[src/rtl/pio_input_debouncer.sv]
// pio_input_debouncer
//   Conditions raw board inputs (keys, slide switches) for an 8-bit
//   edge-capturing PIO input port. Every bit passes through a 2-flop
//   synchronizer and a stability counter. The debounced level moves only after
//   the synchronized input has disagreed with it for DEBOUNCE_CYCLES
//   consecutive clocks, so downstream edge logic sees one clean transition.
//
// Ports
//   clk        : system clock, rising edge
//   reset      : synchronous, active-high reset
//   raw_in     : [WIDTH] asynchronous board inputs
//   bypass     : 1 = skip debounce, db_out follows the synchronizer
//   db_out     : [WIDTH] debounced level (register driven)
//   rise_pulse : [WIDTH] one-cycle strobe on accepted 0->1 of db_out
//   fall_pulse : [WIDTH] one-cycle strobe on accepted 1->0 of db_out

// Per-channel stability counter and debounced level.
module pio_db_lane #(
  parameter int DEBOUNCE_CYCLES = 500000,
  parameter int CNT_W           = 20,
  parameter bit RESET_LEVEL     = 1'b1
) (
  input  logic clk,
  input  logic reset,
  input  logic i_sync,
  input  logic i_bypass,
  output logic o_db,
  output logic o_rise,
  output logic o_fall
);
  localparam logic [CNT_W-1:0] LAST = CNT_W'(DEBOUNCE_CYCLES - 1);

  logic [CNT_W-1:0] r_cnt;
  logic             r_db, r_rise, r_fall;
  logic [CNT_W-1:0] w_cnt_nxt;
  logic             w_db_nxt;

  // STABLE (sync == db) keeps the count at 0, so any single matching cycle
  // throws away the partial count. Bypass also pins the counter at 0.
  always_comb begin
    w_cnt_nxt = '0;
    w_db_nxt  = r_db;
    if (i_bypass) begin
      w_db_nxt = i_sync;
    end else if (i_sync != r_db) begin
      if (r_cnt == LAST) w_db_nxt  = i_sync;
      else               w_cnt_nxt = r_cnt + CNT_W'(1);
    end
  end

  always_ff @(posedge clk) begin
    if (reset) begin
      r_cnt  <= '0;
      r_db   <= RESET_LEVEL;
      r_rise <= 1'b0;
      r_fall <= 1'b0;
    end else begin
      r_cnt  <= w_cnt_nxt;
      r_db   <= w_db_nxt;
      // Strobes are registered alongside db so they line up with the cycle
      // in which the new level first becomes visible.
      r_rise <= w_db_nxt & ~r_db;
      r_fall <= ~w_db_nxt & r_db;
    end
  end

  assign o_db   = r_db;
  assign o_rise = r_rise;
  assign o_fall = r_fall;
endmodule

module pio_input_debouncer #(
  parameter int WIDTH           = 8,
  parameter int DEBOUNCE_CYCLES = 500000,
  parameter int CNT_W           = 20,
  parameter bit RESET_LEVEL     = 1'b1
) (
  input  logic             clk,
  input  logic             reset,
  input  logic [WIDTH-1:0] raw_in,
  input  logic             bypass,
  output logic [WIDTH-1:0] db_out,
  output logic [WIDTH-1:0] rise_pulse,
  output logic [WIDTH-1:0] fall_pulse
);
  // Counter must be able to hold DEBOUNCE_CYCLES-1.
  if (DEBOUNCE_CYCLES < 1 ||
      longint'(DEBOUNCE_CYCLES) > (longint'(1) << CNT_W)) begin : g_bad_cfg
    $error("pio_input_debouncer: DEBOUNCE_CYCLES out of range for CNT_W");
  end

  logic [WIDTH-1:0] r_sync1, r_sync2;

  always_ff @(posedge clk) begin
    if (reset) begin
      r_sync1 <= {WIDTH{RESET_LEVEL}};
      r_sync2 <= {WIDTH{RESET_LEVEL}};
    end else begin
      r_sync1 <= raw_in;
      r_sync2 <= r_sync1;
    end
  end

  for (genvar g = 0; g < WIDTH; g++) begin : g_lane
    pio_db_lane #(
      .DEBOUNCE_CYCLES(DEBOUNCE_CYCLES),
      .CNT_W          (CNT_W),
      .RESET_LEVEL    (RESET_LEVEL)
    ) u_lane (
      .clk     (clk),
      .reset   (reset),
      .i_sync  (r_sync2[g]),
      .i_bypass(bypass),
      .o_db    (db_out[g]),
      .o_rise  (rise_pulse[g]),
      .o_fall  (fall_pulse[g])
    );
  end
endmodule
[config.mk]
export PLATFORM = sky130hd
export DESIGN_NAME = pio_input_debouncer
export DESIGN_NICKNAME = d
export VERILOG_FILES = /design/src/rtl/pio_input_debouncer.sv
export SDC_FILE = /design/constraint.sdc
export NUM_CORES = 1
export LEC_CHECK = 0
export ABC_AREA = 0
export CORE_MARGIN = 10
export CORE_UTILIZATION = 55
export DETAILED_ROUTE_END_ITERATION = 10
export PLACE_DENSITY = 0.7
export SLEW_MARGIN = 40
export SYNTH_ARGS = -nofsm -noshare
export SYNTH_HDL_FRONTEND = slang
export SYNTH_HIERARCHICAL = 1
export SYNTH_SLANG_ARGS = --single-unit
[constraint.sdc]
create_clock -name clk -period 2.7 [get_ports clk]
set_input_delay 0.675 -clock clk [delete_from_list [all_inputs] [get_ports clk]]
set_output_delay 0.675 -clock clk [all_outputs]
set_load 0.03 [all_outputs]
# --- Word-level counts from Yosys, hierarchy flattened ---
# Index checks and enable logic that the tools add are counted.
op_classes:
  addsub: 8
  eq_ne: 16
  n_mux: 24
  bitwise_logic: 40
  reduce_logical: 8
ops:
  columns: ["op", "count"]
  rows:
  - ["20-bit by 1-bit adder with 20-bit output, second input constant", 8]
  - ["20-bit by 19-bit == test with 1-bit output, second input constant", 8]
  - ["4-bit OR reduction", 8]
  - ["1-bit 2-to-1 mux", 24]
  - ["1-bit inverter", 24]
  - ["1-bit bitwise AND", 16]
  - ["1-bit inequality test", 8]
totals:
  regBits: 200
  out_inout_bits: 24

# --- Longest topological paths before layout ---
# Gate-level depths: netlist of the first run.
logic_depth:
  word_depth: 6
  ltp_mapped: 6
  depth_no_buf: 5

# --- By module ---
# Netlist of the first run, hierarchy kept.
by_module_without_submodules:
  columns: ["module", "instances", "cells_each", "area_per_inst_um2", "seq_area_each_um2"]
  rows:
  - ["pio_db_lane", 8, 116, 1023.5, 460.4]
  - ["pio_input_debouncer", 1, 33, 431.7, 320.3]

# --- Worst setup path before layout of the first run ---
# No wires, ideal clock.
synth_path:
  kind: "reg-to-reg"
  from: "register g_lane[0].u_lane.r_cnt[0]"
  to: "register g_lane[0].u_lane.r_cnt[18]"
  setup_time_ps: 73
  t_arrival_ps: 1922
  required_ps: 2627
  slack_ps: 705
  stages_incl_launch_ff: 7
  n_path_buf: 1
  synth_period_minus_slack_ps: 1995
  cell_sequence: "dfxtp_1 > ha_1 > nand4_2 > or4_1 > buf_2 > or4_1 > a21oi_1"
synth_via:
  elab_chain_cells: 2
  word_cells_on_any_way: 3
  classes_between: "1 x add/sub; 1 x eq/ne; 1 x reduce/logical"
synth_rtl:
  columns: ["element", "line_no", "text"]
  rows:
  - ["start: declaration", "33", "logic [CNT_W-1:0] r_cnt;"]
  - ["start signal: assignment", "58", "r_cnt <= w_cnt_nxt;"]
  - ["parallel branches: the longest is 2 deep, another holds 20-bit by 1-bit adder with 20-bit output", null, null]
# Several ways; the timed one is not identified.
# A chain may end at the register's enable or synchronous reset.

# --- Final worst setup path of the first run ---
layout_path:
  from: "register g_lane[1].u_lane.r_db"
  to: "output db_out[1]"
layout_lines:
  columns: ["element", "line_no", "text"]
  rows:
  - ["start: declaration", "34", "logic r_db, r_rise, r_fall;"]
  - ["start signal: assignment", "59", "r_db <= w_db_nxt;"]
  - ["end: declaration", "82", "output logic [WIDTH-1:0] db_out,"]
# No word-level cell between the ends.

==> results of run 1 <==
-- routing by layer --
metal  part of all wire [%]  wire, µm
met1                     51      8250
met2                     45      7330
met3                    3.4       550
met4                    1.2       202
met5                      0         0
-- kinds of logic (layout without fill, tap and decap cells) --
group           count (synthesis)  after routing  synth area share [%]
simple gates                  472            472                  29.5
flops                         200            200                  46.5
compound gates                136            136                  10.6
xor+xnor                       88             88                  8.94
buf+inv                        49             96                  2.45
fa+ha+maj                       8              8                  1.16
mux                             8              8                 0.929
-- through the flow --
stage	setup WS (ns)	cells	hold WS (ns)
after floorplan	0.705	961	0.383
after global placement	0.580	1187	0.388
after detailed placement	0.542	1187	0.392
after CTS	0.453	1219	0.413
after global routing	0.359	1219	0.432
final	0.478	1219	0.407
-- worst max path at each step --
| stage | slack, ns | to | startpoint | depth (start not counted) |
|---|---|---|---|---|
| global placement | 0.58 | g_lane[7].u_lane/r_cnt[9]$_SDFF_PP0_ | bypass | 6 |
| floorplan | 0.70 | g_lane[0].u_lane/r_cnt[18]$_SDFF_PP0_ | g_lane[0].u_lane/r_cnt[0]$_SDFF_PP0_ | 6 |
| global route | 0.36 | g_lane[6].u_lane/r_cnt[18]$_SDFF_PP0_ | g_lane[6].u_lane/r_cnt[0]$_SDFF_PP0_ | 5 |
| detailed placement | 0.54 | g_lane[3].u_lane/r_cnt[6]$_SDFF_PP0_ | bypass | 6 |
| finish | 0.48 | db_out[1] | g_lane[1].u_lane/o_db$_SDFF_PP1_ | 1 |
| CTS | 0.45 | db_out[3] | g_lane[3].u_lane/o_db$_SDFF_PP1_ | 1 |
-- flip-flops by register name, indices dropped and copies added, names as in the netlist --
signal,cells
g_lane.u_lane/o_db,8
r_sync1,8
g_lane.u_lane/o_fall,8
r_sync2,8
g_lane.u_lane/r_cnt,160
g_lane.u_lane/o_rise,8
-- power groups by stage --
stage               combinational (W)  sequential, W  clock, W
finish                       0.000131        0.00298   0.00261
global route                 0.000143        0.00298   0.00280
CTS                          0.000130        0.00298   0.00267
detailed placement           0.000130        0.00305         0
global placement             0.000129        0.00305         0
floorplan                   0.0000585        0.00306         0
-- placed cells by master (no fill, tap or decap) --
master	Yosys	routed
a21bo_2	8	8
a21oi_1	64	64
and3_1	8	8
and4_2	8	8
buf_2	16	1
buf_4	0	14
bufinv_16	0	3
clkbuf_16	0	17
clkdlybuf4s50_1	0	33
clkinv_2	0	2
clkinv_4	0	3
clkinvlp_4	0	1
dfxtp_1	200	200
ha_1	8	8
inv_1	16	16
inv_6	0	5
inv_8	0	1
mux2i_1	8	8
nand2_1	56	56
nand2b_1	16	16
nand3_1	48	48
nand3b_1	8	8
nand4_1	40	40
nand4_2	8	8
nor2_1	128	128
nor3_1	32	32
nor4_1	24	24
nor4b_1	8	8
o21ai_0	24	24
o311ai_2	8	6
o311ai_4	0	2
o31a_2	8	8
o31ai_1	24	24
or2_1	24	24
or3_1	32	32
or4_1	32	32
xnor2_1	40	40
xor2_1	48	48
-- cell type report --
class                      instances  area, µm²
clock inverter                    15        189
fill                            1276       5450
timing repair buffer              48        440
multi-input combinational        712       4420
sequential                       200       4000
clock buffer                      17        425
inverter                          16       60.1
tap                              211        264
==> impl_metrics.py, run 1 <==
metrics = {
    "timing": {
        "slew_headroom_pct": 46.4,
        "timing_hold_violations_final": 0,
        "fin_crit_ns": 2.22,
        "clock.fmax_mhz": 450,
        "min_period_over_period_pct": 82.3,
        "rsz0062_at_grt": "no",
        "tns_ns": 0,
        "finalClockSkew_ns": 0.00882,
        "drv_slew": 0,
        "setup_viol": 0,
        "worst-slew-pin-transition_ns": 0.803,
    },
    "grt": {
        "grt_max_degree": 29,
        "grt_overflow": 0,
        "top_usage_layer": "met2",
        "globalRouteMet1Util_pct": 20.1,
        "grt_util_met2_pct": 23.7,
        "grt_pass1_vias": 6138,
        "antenna_found_initial": 0,
        "grt_pass1_wl_um": 28000,
        "track_usage_pct": 15.3,
        "grt.met3_usage_pct": 3.69,
    },
    "synth": {
        "yosysUniqueCellTypes": 30,
        "avgSynthCellArea_um2": 8.97,
        "syn_inst": 961,
        "yosys-top-cells-count": "dfxtp_1 (200), nor2_1 (128), a21oi_1 (64), nand2_1 (56)",
        "ys.flop_type": "dfxtp_1",
        "synth_edf_count": 0,
        "ys_seq_elements": 200,
        "netlist_area_mm2": 0.00862,
        "synth_top_area_share_pct": 46.5,
        "yosys_warnings": 6,
        "synth_fp_nets": 980,
        "synth_area_leaders": "dfxtp_1 (46%), nor2_1 (5.6%), xor2_1 (4.9%)",
        "yosysSeqAreaShare_pct": 46.5,
        "async_flop_share_pct": 0,
        "synth_area_leader_cell": "dfxtp_1",
        "synth.most_common_cell": "dfxtp_1",
    },
    "power": {
        "peakVddDrop_mv": 0.436,
        "p_int_w": 0.00451,
        "p_switching_w": 0.00122,
        "power_density_mw_per_mm2": 584,
        "p_clk_share_pct": 45.6,
        "p_comb_share_pct": 2.3,
        "power.total_w": 0.00572,
        "swShare_pct": 21.3,
        "p_leak_nw": 2.96,
        "seqPwrFrac_pct": 52.1,
    },
    "setup_path": {
        "reg2reg_to": "g_lane[7].u_lane/r_cnt[18]$_SDFF_PP0_",
        "critPathLaunchType": "register",
        "critical_path_arrival_ns": 1.55,
        "crit_path_end_kind": "output pin",
        "r2r_start": "g_lane[7].u_lane/r_cnt[0]$_SDFF_PP0_",
        "path_delay_family": "buffers and inverters",
        "path_buf_inv": 1,
        "reg2reg_slack_ns": 0.51,
        "r2r_cells": 5,
        "slowest_delay_ns": 0.71,
        "criticalPathCategory": "reg2out",
        "cp_cell_sequence": "clkdlybuf4s50_1",
        "cp_max_fo": 4,
        "worstPathRequired_ns": 2.03,
        "slowest_stage": "clkdlybuf4s50_1",
    },
    "outcome": {
        "status": "finished, final reports clean",
    },
    "placement": {
        "hpwl_um": 11400,
        "placedInstanceArea_mm2": 0.00917,
        "portBuffers": 34,
        "gp_congestion": 0.828,
    },
    "detailed_routing": {
        "drt-total-wl_um": 16300,
        "drtAntennaViolNets": 0,
        "vias_per_cell": 5.55,
        "num_vias": 6768,
        "drt_first_pass_iters": 5,
        "routedWlPerCell_um": 13.4,
        "drc": 0,
        "drt_iter0_markers": 397,
    },
    "clock_network": {
        "clock_path_buffers": 2,
        "cts_sinks": 200,
        "clk_latency_ns": 0.43,
        "cts_buffers": 17,
        "htree_levels": 4,
        "post_cts_buffers": 0,
        "clkSlewWorstSetupHoldPaths_ns": 0.07,
        "cts_tree": "yes",
        "root_buffer": "clkbuf_16",
        "hold_buffers": 0,
        "ctsResizeCount": 0,
    },
    "final_layout": {
        "drive_gt1_share_pct": 8.63,
        "nets": 1014,
        "antenna_cells": 0,
        "fin_util_pct": 64.3,
        "area_growth_pct": 13.8,
        "postLayoutCellArea_mm2": 0.00981,
    },
    "min_path": {
        "hold_depth": 1,
        "hp-start": "r_sync1[5]$_SDFF_PP1_",
        "hold_path_class": "reg2reg",
        "whs_endpoint": "r_sync2[5]$_SDFF_PP1_",
    },
    "floorplanning": {
        "coreArea_mm2": 0.0153,
        "fp.dieH_um": 145,
        "initial_core_util_pct": 56.5,
        "die_area_mm2": 0.0211,
        "fp-row-count": 45,
        "ios": 35,
        "die_w_um": 145,
    },
    "flow_run": {
        "max_cap_viol_count": 0,
    },
}
(Power assumes the default switching activity.)
==> run 2, diff against run 1 <==
==> constraint.sdc (replaced) <==
create_clock -name clk -period 2.05 [get_ports clk]
set_input_delay 0.5125 -clock clk [delete_from_list [all_inputs] [get_ports clk]]
set_output_delay 0.5125 -clock clk [all_outputs]
set_load 0.03 [all_outputs]
==> impl_metrics.py, run 2 (synthesis results as in run 1) <==
metrics = {
    "power": {
        "seqPwrFrac_pct": 53.9,
        "p_comb_share_pct": 2.6,
        "swShare_pct": 21.2,
        "p_leak_nw": 3.18,
        "power.total_w": 0.00728,
        "peakVddDrop_mv": 0.655,
        "p_int_w": 0.00573,
        "power_density_mw_per_mm2": 715,
        "p_clk_share_pct": 43.5,
        "p_switching_w": 0.00154,
    },
    "floorplanning": {
        "fp-row-count": 45,
        "die_area_mm2": 0.0211,
        "ios": 35,
        "initial_core_util_pct": 56.5,
        "die_w_um": 145,
        "fp.dieH_um": 145,
        "coreArea_mm2": 0.0153,
    },
    "placement": {
        "gp_congestion": 0.885,
        "portBuffers": 34,
        "placedInstanceArea_mm2": 0.00957,
        "hpwl_um": 12300,
    },
    "setup_path": {
        "cp_cell_sequence": "clkdlybuf4s50_1",
        "path_buf_inv": 1,
        "critical_path_arrival_ns": 1.48,
        "cp_max_fo": 1,
        "worstPathRequired_ns": 1.54,
        "crit_path_end_kind": "output pin",
        "slowest_delay_ns": 0.69,
        "slowest_stage": "clkdlybuf4s50_1",
        "path_delay_family": "buffers and inverters",
        "criticalPathCategory": "reg2out",
        "critPathLaunchType": "register",
    },
    "timing": {
        "clock.fmax_mhz": 501,
        "finalClockSkew_ns": 0.00783,
        "drv_slew": 0,
        "worst-slew-pin-transition_ns": 0.579,
        "slew_headroom_pct": 61.3,
        "min_period_over_period_pct": 97.4,
        "fin_crit_ns": 2.00,
        "timing_hold_violations_final": 0,
        "setup_viol": 0,
    },
    "detailed_routing": {
        "num_vias": 6986,
        "drt_first_pass_iters": 5,
        "vias_per_cell": 5.51,
        "drc": 0,
        "drt-total-wl_um": 17200,
        "routedWlPerCell_um": 13.5,
        "drt_iter0_markers": 380,
        "drtAntennaViolNets": 0,
    },
    "clock_network": {
        "cts_buffers": 17,
        "cts_tree": "yes",
        "cts_sinks": 200,
        "clkSlewWorstSetupHoldPaths_ns": 0.07,
        "root_buffer": "clkbuf_16",
        "post_cts_buffers": 0,
        "clk_latency_ns": 0.42,
        "hold_buffers": 0,
        "clock_path_buffers": 2,
        "htree_levels": 4,
    },
    "final_layout": {
        "largest_reg_flops": 160,
        "postLayoutCellArea_mm2": 0.0102,
        "fin_util_pct": 66.7,
        "nets": 1063,
        "antenna_cells": 0,
        "drive_gt1_share_pct": 13.3,
        "area_growth_pct": 18.0,
        "final_cell_mix": "dfxtp_1 (200), nor2_1 (128), a21oi_1 (64)",
        "mostFrequentLayoutCell": "dfxtp_1",
        "largest_register": "g_lane.u_lane/r_cnt",
    },
    "grt": {
        "grt_pass1_wl_um": 30400,
        "grt_overflow": 0,
        "track_usage_pct": 16.5,
        "grt_max_degree": 20,
        "grt_pass1_vias": 6733,
        "antenna_found_initial": 0,
    },
    "min_path": {
        "hold_path_class": "reg2reg",
    },
    "outcome": {
        "status": "finished, final reports clean",
    },
    "flow_run": {
        "max_cap_viol_count": 0,
    },
}
-- run 2: cell types whose count changed in the layout (fill, tap and decap cells not counted), sizes merged, moves of 4 or more --
cell           before  now
clkdlybuf4s50      33   26
dlymetal6s2s        0    5
buf                15   64
inv                22   17
clkbuf             17   21
-- run 2: path summary, 6_finish.rpt --
kind	startpoint	endpoint	slack [ns]	cells past startpoint
worst min-delay path	r_sync1[3]$_SDFF_PP1_	r_sync2[3]$_SDFF_PP1_	0.41	1
worst min register to register	r_sync1[3]$_SDFF_PP1_	r_sync2[3]$_SDFF_PP1_	0.41	1
worst max-delay path	g_lane[2].u_lane/o_rise$_SDFF_PP0_	rise_pulse[2]	0.05	1
worst max register to register	g_lane[4].u_lane/r_cnt[0]$_SDFF_PP0_	g_lane[4].u_lane/r_cnt[18]$_SDFF_PP0_	0.07	5
-- run 2: through the flow --
stage	instances	setup slack [ns]	hold WS, ns	TNS (ns)
floorplan	961	0.0548	0.383	0
global placement	1236	0.121	0.387	0
detailed placement	1236	0.0573	0.393	0
CTS	1268	0.00740	0.408	0
global route	1268	-0.00693	0.419	-0.00693
finish	1268	0.0543	0.409	0
-- run 2: power by group through the flow --
stage	Combinational [W]	Clock, W	Sequential, W
after detailed placement	0.000190	0	0.00401
final	0.000189	0.00316	0.00392
after CTS	0.000190	0.00326	0.00392
after global routing	0.000207	0.00343	0.00392
after floorplan	0.0000770	0	0.00403
after global placement	0.000188	0	0.00401
-- run 2: repair_timing --
action / 4_1_cts / 5_1_grt
gates resized for setup: 2 / 13
setup endpoints to repair: 2 / 24
pin swaps: 0 / 0
-- run 2: layout make-up --
cell class	count	area [µm²]
timing repair buffer	97	843
sequential	200	4000
clock buffer	21	460
tap	211	264
multi-input combinational	712	4440
fill	1252	5090
clock inverter	11	98.8
inverter	16	60.1
-- run 2: layer usage --
| layer | routed length, µm | global-route usage (%) |
|---|---|---|
| met5 | 0 | 0 |
| met4 | 121 | 4.55 |
| met3 | 557 | 3.91 |
| met2 | 7990 | 26.6 |
| met1 | 8490 | 21.6 |
==> run 3, diff against run 2 <==
==> constraint.sdc (replaced) <==
create_clock -name clk -period 2.05 [get_ports clk]
set_input_delay 0.3075 -clock clk [delete_from_list [all_inputs] [get_ports clk]]
set_output_delay 0.3075 -clock clk [all_outputs]
set_load 0.03 [all_outputs]
==> impl_metrics.py, run 3 (synthesis results as in run 1) <==
metrics = {
    "timing": {
        "fin_crit_ns": 1.95,
        "tns_ns": 0,
        "setup_ws_ns": 0.0989,
        "timing_hold_violations_final": 0,
        "drv_slew": 0,
        "clock.fmax_mhz": 513,
        "setup_viol": 0,
        "slew_headroom_pct": 64.0,
        "timing.hold.ws_ns": 0.386,
        "rsz0062_at_grt": "no",
        "finalClockSkew_ns": 0.00897,
        "worst-slew-pin-transition_ns": 0.533,
        "min_period_over_period_pct": 95.2,
    },
    "setup_path": {
        "critical_path_arrival_ns": 2.31,
        "reg2reg_slack_ns": 0.1,
        "crit_path_end_kind": "register",
        "worstPathRequired_ns": 2.41,
        "criticalPathCategory": "reg2reg",
        "critPathLaunchType": "register",
        "cp_max_fo": 7,
    },
    "clock_network": {
        "root_buffer": "clkbuf_16",
        "clkSlewWorstSetupHoldPaths_ns": 0.07,
        "clock_path_buffers": 2,
        "cts_sinks": 200,
        "htree_levels": 4,
        "cts_buffers": 17,
        "clk_latency_ns": 0.43,
        "cts_tree": "yes",
    },
    "final_layout": {
        "final_cell_mix": "dfxtp_1 (200), nor2_1 (128), buf_4 (66)",
        "mostFrequentLayoutCell": "dfxtp_1",
        "drive_gt1_share_pct": 13.8,
        "nets": 1066,
        "fin_util_pct": 67.1,
        "largest_register": "g_lane.u_lane/r_cnt",
        "area_growth_pct": 18.8,
        "antenna_cells": 0,
        "largest_reg_flops": 160,
    },
    "detailed_routing": {
        "drt_first_pass_iters": 5,
        "routedWlPerCell_um": 13.6,
        "vias_per_cell": 5.54,
        "drt-total-wl_um": 17300,
        "drt_iter0_markers": 340,
        "drc": 0,
        "drtAntennaViolNets": 0,
        "num_vias": 7045,
    },
    "floorplanning": {
        "fp-row-count": 45,
        "fp.dieH_um": 145,
        "die_w_um": 145,
        "ios": 35,
        "die_area_mm2": 0.0211,
        "initial_core_util_pct": 56.5,
        "coreArea_mm2": 0.0153,
    },
    "power": {
        "p_switching_w": 0.00154,
        "p_clk_share_pct": 45.2,
        "p_comb_share_pct": 2.5,
        "swShare_pct": 20.6,
        "p_leak_nw": 3.23,
        "seqPwrFrac_pct": 52.4,
        "peakVddDrop_mv": 0.576,
        "power_density_mw_per_mm2": 732,
        "p_int_w": 0.00595,
    },
    "placement": {
        "portBuffers": 34,
        "gp_congestion": 0.820,
        "post-place-ws_ns": 0.00390,
        "hpwl_um": 12200,
    },
    "outcome": {
        "status": "finished, final reports clean",
    },
    "grt": {
        "track_usage_pct": 16.5,
        "grt_pass1_wl_um": 30200,
        "grt_overflow": 0,
        "antenna_found_initial": 0,
        "grt_max_degree": 21,
        "grt_pass1_vias": 6529,
    },
    "min_path": {
        "hold_path_class": "in2reg",
    },
    "flow_run": {
        "max_cap_viol_count": 0,
    },
}
## run 3: changes by cell type in the layout (fill, tap and decap cells not counted), sizes merged
cell,before,now
dlygate4sd2,2,0
clkbuf,21,22
clkinv,6,3
dlymetal6s2s,5,0
bufinv,1,2
inv,17,18
buf,64,67
clkdlybuf4s50,26,33
## run 3: critical path: stages (launching register included)
cell	delay (ns)
dfxtp_1	0.39
ha_1	0.21
nand4_2	0.13
or4_4	0.60
or4_1	0.41
a21oi_1	0.15
## run 3: area by class of cell
class,instances,area (µm²)
fill,1252,5020
multi-input combinational,712,4470
sequential,200,4000
timing repair buffer,100,831
clock buffer,22,494
tap,211,264
clock inverter,10,115
inverter,16,60.1
## run 3: routing by layer
layer	share of wire, %	GRT usage (%)	up-vias
li1	-	-	3645
met5	0	0	-
met4	1.1	5.06	0
met1	48	21.2	3285
met3	3.4	4.35	18
met2	47	26.4	97
## run 3: worst paths after layout
path | endpoint | depth (start not counted) | start
setup / recovery | g_lane[6].u_lane/r_cnt[18]$_SDFF_PP0_ | 5 | g_lane[6].u_lane/r_cnt[1]$_SDFF_PP0_
hold / removal | g_lane[5].u_lane/o_db$_SDFF_PP1_ | 3 | reset
setup reg to reg | g_lane[6].u_lane/r_cnt[18]$_SDFF_PP0_ | 5 | g_lane[6].u_lane/r_cnt[1]$_SDFF_PP0_
hold reg to reg | r_sync2[4]$_SDFF_PP1_ | 1 | r_sync1[4]$_SDFF_PP1_
## run 3: power groups by stage
stage | registers (W) | logic (W) | clock network [W]
CTS | 0.00392 | 0.000185 | 0.00346
floorplan | 0.00403 | 0.0000770 | 0
global route | 0.00392 | 0.000204 | 0.00364
finish | 0.00392 | 0.000187 | 0.00339
detailed placement | 0.00401 | 0.000184 | 0
global placement | 0.00401 | 0.000181 | 0
## run 3: stage by stage
| step | instance area [µm²] | cells | power, W |
|---|---|---|---|
| 2_1_floorplan | 8620 | 961 | 0.00410 |
| 3_3_place_gp | 9560 | 1238 | 0.00419 |
| 3_5_place_dp | 9560 | 1238 | 0.00420 |
| 4_1_cts | 10200 | 1270 | 0.00757 |
| 5_1_grt | 10200 | 1271 | 0.00777 |
| 6_report | 10200 | 1271 | 0.00750 |
## run 3: what timing repair did
action / CTS / global route
setup endpoints to repair: 10 / 34
pin swaps: 0 / 2
setup buffers: 0 / 1
hold buffers: 0 / 0
gates resized for setup: 2 / 9
